$ cat config.mk
export PLATFORM = sky130hd
export DESIGN_NAME = link_tx_framer
export DESIGN_NICKNAME = d
export VERILOG_FILES = /design/src/rtl/link_tx_framer.sv
export SDC_FILE = /design/constraint.sdc
export NUM_CORES = 1
export LEC_CHECK = 0
export ABC_AREA = 1
export CAP_MARGIN = 10
export CORE_UTILIZATION = 40
export CTS_BUF_LIST = sky130_fd_sc_hd__clkbuf_16
export DETAILED_ROUTE_END_ITERATION = 6
export PLACE_DENSITY_LB_ADDON = 0.2
export SYNTH_ARGS = -nofsm -noshare
export SYNTH_HDL_FRONTEND = slang
export SYNTH_SLANG_ARGS = --single-unit
$ cat constraint.sdc
create_clock -name clock -period 2.35 [get_ports clock]
set_input_delay 0.3525 -clock clock [delete_from_list [all_inputs] [get_ports clock]]
set_output_delay 0.3525 -clock clock [all_outputs]
set_load 0.02 [all_outputs]
$ cat src/rtl/link_tx_framer.sv
// Transmit link-layer framer: link-up alignment, idle fill, periodic alignment markers and EOF blocks.
// Optional DATA-payload scrambler (x^58+x^39+1) enabled by defining LINK_TX_SCRAMBLE_EN.
module link_tx_framer #(
    parameter int W         = 128,
    parameter int AM_PERIOD = 4096,
    parameter int ALIGN_CNT = 64
) (
    input  logic         clock,
    input  logic         reset,
    input  logic         activate,
    input  logic         tx_pause,
    input  logic         s_valid,
    input  logic [0:W-1] s_data,
    input  logic         s_last,
    output logic         s_ready,
    output logic [0:W-1] tx_data,
    output logic [5:0]   tx_header,
    output logic         link_up,
    output logic         frame_abort
);
    localparam int AM_W = $clog2(AM_PERIOD);
    localparam int AC_W = $clog2(ALIGN_CNT + 1);

    localparam logic [5:0] HDR_DATA = 6'b000001;
    localparam logic [5:0] HDR_CTRL = 6'b000010;
    localparam logic [7:0] T_IDLE   = 8'h1E;
    localparam logic [7:0] T_ALIGN  = 8'h78;
    localparam logic [7:0] T_EOF    = 8'hE1;

    typedef enum logic [2:0] {
        ST_OFFLINE,
        ST_ALIGN,
        ST_IDLE,
        ST_DATA,
        ST_EOF
    } state_t;

    state_t            state_q, state_d;
    logic [0:W-1]      tx_data_q, tx_data_d;
    logic [5:0]        tx_header_q, tx_header_d;
    logic              link_up_q, link_up_d;
    logic              frame_abort_q, frame_abort_d;
    logic [15:0]       word_cnt_q, word_cnt_d;
    logic [AM_W-1:0]   am_cnt_q, am_cnt_d;
    logic [AC_W-1:0]   align_cnt_q, align_cnt_d;
    logic [0:W-1]      payload;
    logic              am_due;
    logic              align_last;
    logic              handshake;

    function automatic logic [0:W-1] ctrl_block(input logic [7:0] blk_type, input logic [15:0] cnt);
        logic [0:W-1] b;
        b        = '0;
        b[0:7]   = blk_type;
        b[8:23]  = cnt;
        return b;
    endfunction

    function automatic logic [15:0] sat_inc(input logic [15:0] v);
        return (v == 16'hFFFF) ? v : v + 16'd1;
    endfunction

    assign am_due     = (am_cnt_q == AM_W'(AM_PERIOD - 1));
    assign align_last = (align_cnt_q == AC_W'(ALIGN_CNT - 1));
    assign s_ready    = ((state_q == ST_IDLE) || (state_q == ST_DATA)) && activate
                        && !tx_pause && !am_due;
    assign handshake  = s_valid && s_ready;

`ifdef LINK_TX_SCRAMBLE_EN
    logic [57:0]  scr_q, scr_d;
    logic [W+57:0] scr_res;

    // Self-synchronous: each output bit feeds back into the state, MSB-first.
    function automatic logic [W+57:0] scramble(input logic [0:W-1] din, input logic [57:0] s_in);
        logic [57:0]  s;
        logic [0:W-1] dout;
        s = s_in;
        for (int i = 0; i < W; i++) begin
            dout[i] = din[i] ^ s[38] ^ s[57];
            s       = {s[56:0], dout[i]};
        end
        return {s, dout};
    endfunction

    assign scr_res = scramble(s_data, scr_q);
    assign payload = scr_res[W-1:0];

    always_comb begin
        scr_d = scr_q;
        if (!activate || (state_q == ST_OFFLINE)) begin
            scr_d = '1;
        end else if (handshake) begin
            scr_d = scr_res[W+57:W];
        end
    end

    always_ff @(posedge clock or negedge reset) begin
        if (!reset) begin
            scr_q <= '1;
        end else begin
            scr_q <= scr_d;
        end
    end
`else
    assign payload = s_data;
`endif

    always_ff @(posedge clock or negedge reset) begin
        if (!reset) begin
            state_q <= ST_OFFLINE;
        end else begin
            state_q <= state_d;
        end
    end

    // activate low exits to OFFLINE even while the gearbox pauses.
    always_comb begin
        state_d = state_q;
        if (!activate) begin
            state_d = ST_OFFLINE;
        end else if (!tx_pause) begin
            case (state_q)
                ST_OFFLINE: state_d = ST_ALIGN;
                ST_ALIGN:   if (align_last) state_d = ST_IDLE;
                ST_IDLE,
                ST_DATA:    if (handshake) state_d = s_last ? ST_EOF : ST_DATA;
                ST_EOF:     if (!am_due) state_d = ST_IDLE;
                default:    state_d = ST_OFFLINE;
            endcase
        end
    end

    always_comb begin
        tx_data_d     = tx_data_q;
        tx_header_d   = tx_header_q;
        link_up_d     = link_up_q;
        frame_abort_d = 1'b0;
        word_cnt_d    = word_cnt_q;
        am_cnt_d      = am_cnt_q;
        align_cnt_d   = align_cnt_q;
        if (!activate) begin
            tx_data_d     = ctrl_block(T_IDLE, 16'd0);
            tx_header_d   = HDR_CTRL;
            link_up_d     = 1'b0;
            frame_abort_d = (state_q == ST_DATA) || (state_q == ST_EOF);
            word_cnt_d    = '0;
            am_cnt_d      = '0;
            align_cnt_d   = '0;
        end else if (!tx_pause) begin
            tx_header_d = HDR_CTRL;
            tx_data_d   = ctrl_block(T_IDLE, 16'd0);
            case (state_q)
                ST_OFFLINE: begin
                    align_cnt_d = '0;
                    am_cnt_d    = '0;
                end
                ST_ALIGN: begin
                    tx_data_d = ctrl_block(T_ALIGN, 16'd0);
                    if (align_last) begin
                        link_up_d   = 1'b1;
                        align_cnt_d = '0;
                        am_cnt_d    = '0;
                    end else begin
                        align_cnt_d = align_cnt_q + 1'b1;
                    end
                end
                default: begin
                    // Marker takes priority over both a pending EOF and new data.
                    am_cnt_d = am_due ? '0 : am_cnt_q + 1'b1;
                    if (am_due) begin
                        tx_data_d = ctrl_block(T_ALIGN, 16'd0);
                    end else if (state_q == ST_EOF) begin
                        tx_data_d  = ctrl_block(T_EOF, word_cnt_q);
                        word_cnt_d = '0;
                    end else if (handshake) begin
                        tx_header_d = HDR_DATA;
                        tx_data_d   = payload;
                        word_cnt_d  = (state_q == ST_IDLE) ? 16'd1 : sat_inc(word_cnt_q);
                    end
                end
            endcase
        end
    end

    always_ff @(posedge clock or negedge reset) begin
        if (!reset) begin
            tx_data_q     <= ctrl_block(T_IDLE, 16'd0);
            tx_header_q   <= HDR_CTRL;
            link_up_q     <= 1'b0;
            frame_abort_q <= 1'b0;
            word_cnt_q    <= '0;
            am_cnt_q      <= '0;
            align_cnt_q   <= '0;
        end else begin
            tx_data_q     <= tx_data_d;
            tx_header_q   <= tx_header_d;
            link_up_q     <= link_up_d;
            frame_abort_q <= frame_abort_d;
            word_cnt_q    <= word_cnt_d;
            am_cnt_q      <= am_cnt_d;
            align_cnt_q   <= align_cnt_d;
        end
    end

    assign tx_data     = tx_data_q;
    assign tx_header   = tx_header_q;
    assign link_up     = link_up_q;
    assign frame_abort = frame_abort_q;

endmodule

==> results.json <==
{
  "status": "complete, no violations",
  "cpMostUsedCell": "nand2_1",
  "yosys_warnings": 0,
  "viasPerCell": 4.67,
  "diodes": 0,
  "met1_usage_pct": 29.7,
  "period_share_pct": 93.9,
  "rr_endpoint": "word_cnt_q[2]",
  "path_delay_family": "simple AND/OR/NAND/NOR gates",
  "intPower_mw": 5.07,
  "synth_top_family_by_area": "simple AND/OR/NAND/NOR gates",
  "hold_slack_ns": 0.468,
  "arrival_ns": 1.85,
  "final_common_cell": "nand2_1",
  "endpoint_kind": "output pin",
  "antenna_found_initial": 0,
  "slew_headroom_pct": 60.5,
  "synth-main-ff-cell": "dfrtp_1",
  "synthAdderAreaFrac_pct": 0.477,
  "gr-usage-met3_pct": 8.34,
  "critPathSlowestCell": "dfrtp_1",
  "ios": 271,
  "cp.depth": 7,
  "start_util_pct": 41.4,
  "layout_common_cells": "nand2_1, clkdlybuf4s50_1, dfrtp_1",
  "cap_violations": 0,
  "syn-cell-area_um2": 7870,
  "p_total_mw": 7.27,
  "synthToLayoutAreaGrowth_pct": 46.0,
  "rr_worst_depth": 6,
  "p_sw_mw": 2.20,
  "endpoint": "s_ready",
  "vias": 7045,
  "wl_per_cell_um": 15.2,
  "io_buffer_count": 266,
  "grt_use_met2_pct": 38.0,
  "timing.rr.start": "state_q[1]",
  "cts_tree": "yes",
  "antenna_left": 0,
  "fill_cells": 1740,
  "final-setup-viol-count": 0,
  "drc": 0,
  "critPathLaunchType": "register",
  "worst_pin_slew_ns": 0.591,
  "final_util_pct": 60.4,
  "critical_path_class": "register to output pin",
  "clockBufferDepth": 2,
  "grt_pass1_vias": 6855,
  "cp_cell_sequence": "ha_2 > nand2_1 > nor2_4 > nand3_4 > nand2_1 > inv_1 > clkdlybuf4s15_1",
  "finClkSkew_ns": 0.0146,
  "drt_first_pass_iters": 5,
  "design_area_um2": 11500,
  "clkPwrFrac_pct": 35.7,
  "hp-class": "primary input to async pin",
  "synthArstFlopShare_pct": 100,
  "dieArea_um2": 20200,
  "final_layout_size_suffix_gt1_share_pct": 8.40,
  "rrSetupSlack_ns": 0.33,
  "synth_cell_types": 39,
  "timing.final.crit_period_ns": 2.21,
  "die_h_um": 142,
  "combPwrFrac_pct": 20.5,
  "synth-xor-area-share_pct": 0.334,
  "synth_mux_area_share_pct": 0,
  "clk_latency_ns": 0.43,
  "timing.final.hold_violations": 0,
  "fin_ws_ns": 0.143,
  "drv_slew": 0,
  "ys_ff_latch": 170,
  "cts_sinks": 170,
  "powerDensity_nw_per_um2": 634,
  "finalWirelength_um": 22900,
  "synth-seq-area-share_pct": 54.2,
  "clkSlewWorstSetupHoldPaths_ns": 0.07,
  "grt_pass1_wl_um": 36700,
  "synthSimpleGateAreaFrac_pct": 22.5,
  "path_buf_inv": 2,
  "syn_inst": 963,
  "fmax_ghz": 0.453,
  "cp_slowest_stage_delay_ns": 0.39,
  "p_sw_share_pct": 30.2,
  "critical_path.startpoint": "am_cnt_q[0]",
  "cts_buffers": 17,
  "htreeDepth": 4,
  "clockRootBuffer": "clkbuf_16",
  "p_leak_nw": 5.45,
  "grt_remaining_overflow": 0,
  "cp_max_fo": 5,
  "seqPwrFrac_pct": 43.8,
  "grt_usage_pct": 23.6,
  "post-place-ws_ns": 0.0818,
  "multi_input_area_um2": 2800,
  "die_w_um": 142,
  "synth-edff-count": 0,
  "grt_max_degree": 76,
  "place_congestion": 0.900,
  "regArea_um2": 4260,
  "fin_nets": 1374,
  "detailed_place_hpwl_um": 16700,
  "core_area_um2": 19000,
  "rows": 50,
  "initialDrtViolationCount": 484,
  "peakVddDrop_uv": 528,
  "avgSynthCellArea_um2": 8.17,
  "grt_most_used_layer": "met2",
  "synth_compound_area_share_pct": 11.8,
  "cp_data_required_time_ns": 2.00,
  "place_area_um2": 10900
}
==> worst reg2reg max path, delay by kind of cell, from the launching register on <==
family           cells  cell delay (ns)
AO/OA/AOI/OAI        1             0.06
AND/OR/NAND/NOR      5             1.39
flip-flops           1             0.46
==> synthesized netlist by cell type, types with 10 or more instances <==
cell type	number	area, µm²
a21oi_1	18	90.1
clkbuf_1	22	82.6
dfrtp_1	165	4130
inv_1	157	589
nand2_1	268	1010
nand2_2	13	81.3
nand3_1	45	225
nand4_1	13	81.3
nor2_1	41	154
nor3_1	10	50.1
o21ai_0	143	716
o21ai_2	10	87.6
==> layout make-up <==
type	instances	share of cell area, %
multi-input combinational	593	24.3
timing repair buffer	295	25.8
tap	260	2.83
clock inverter	15	0.970
inverter	160	5.27
clock buffer	17	3.70
sequential	170	37.1
==> metrics by stage <==
stage / std cells / TNS, ns
after floorplan: 966 / 0
after global placement: 1473 / 0
after detailed placement: 1473 / 0
after CTS: 1506 / 0
after global routing: 1510 / -0.0117
final: 1510 / 0
==> cells by family after synthesis <==
group,count (synthesis)
AOI/OAI and AO/OA,175
xor gates and xnor gates,3
adders and majority gates,3
buffers and inverters,203
DFF,170
other,1
and+or+nand+nor,408
==> what timing repair did <==
action,4_1_cts,5_1_grt
hold endpoints to repair,46,0
endpoints found under the setup margin,1,1
resized for setup,1,3
setup buffers,0,4
pin swaps,0,1
hold buffers,1,0
==> layer usage <==
| metal | wire length, µm | vias to the layer above | part of all wire (%) |
|---|---|---|---|
| met5 | 0 | - | 0 |
| met4 | 272 | 0 | 1.2 |
| met3 | 1940 | 16 | 8.5 |
| met2 | 11100 | 205 | 48 |
| met1 | 9650 | 3280 | 42 |
| li1 | - | 3544 | - |
==> registers in the layout, summed over array words and instances (netlist names) <==
signal	count
frame_abort	1
state_q	3
word_cnt_q	16
tx_header	2
am_cnt_q	12
tx_data	128
align_cnt_q	7
link_up	1
==> power by group through the flow <==
stage | logic, mW | registers [mW] | clock network [mW]
after floorplan | 0.674 | 3.33 | 0
after global placement | 1.48 | 3.23 | 0
after detailed placement | 1.49 | 3.23 | 0
after CTS | 1.50 | 3.18 | 2.66
after global routing | 1.65 | 3.20 | 2.79
final | 1.49 | 3.18 | 2.60
==> worst min path at each step <==
stage	startpoint	end	slack, ns	cells past startpoint
floorplan	reset	align_cnt_q[0]	0.06	0
CTS	s_data[70]	tx_data[70]	0.46	3
global route	s_data[42]	tx_data[42]	0.47	3
global placement	reset	am_cnt_q[6]	0.34	1
detailed placement	reset	am_cnt_q[6]	0.34	1
finish	reset	am_cnt_q[6]	0.47	2
No activity file was read; power rests on OpenSTA's default activity.
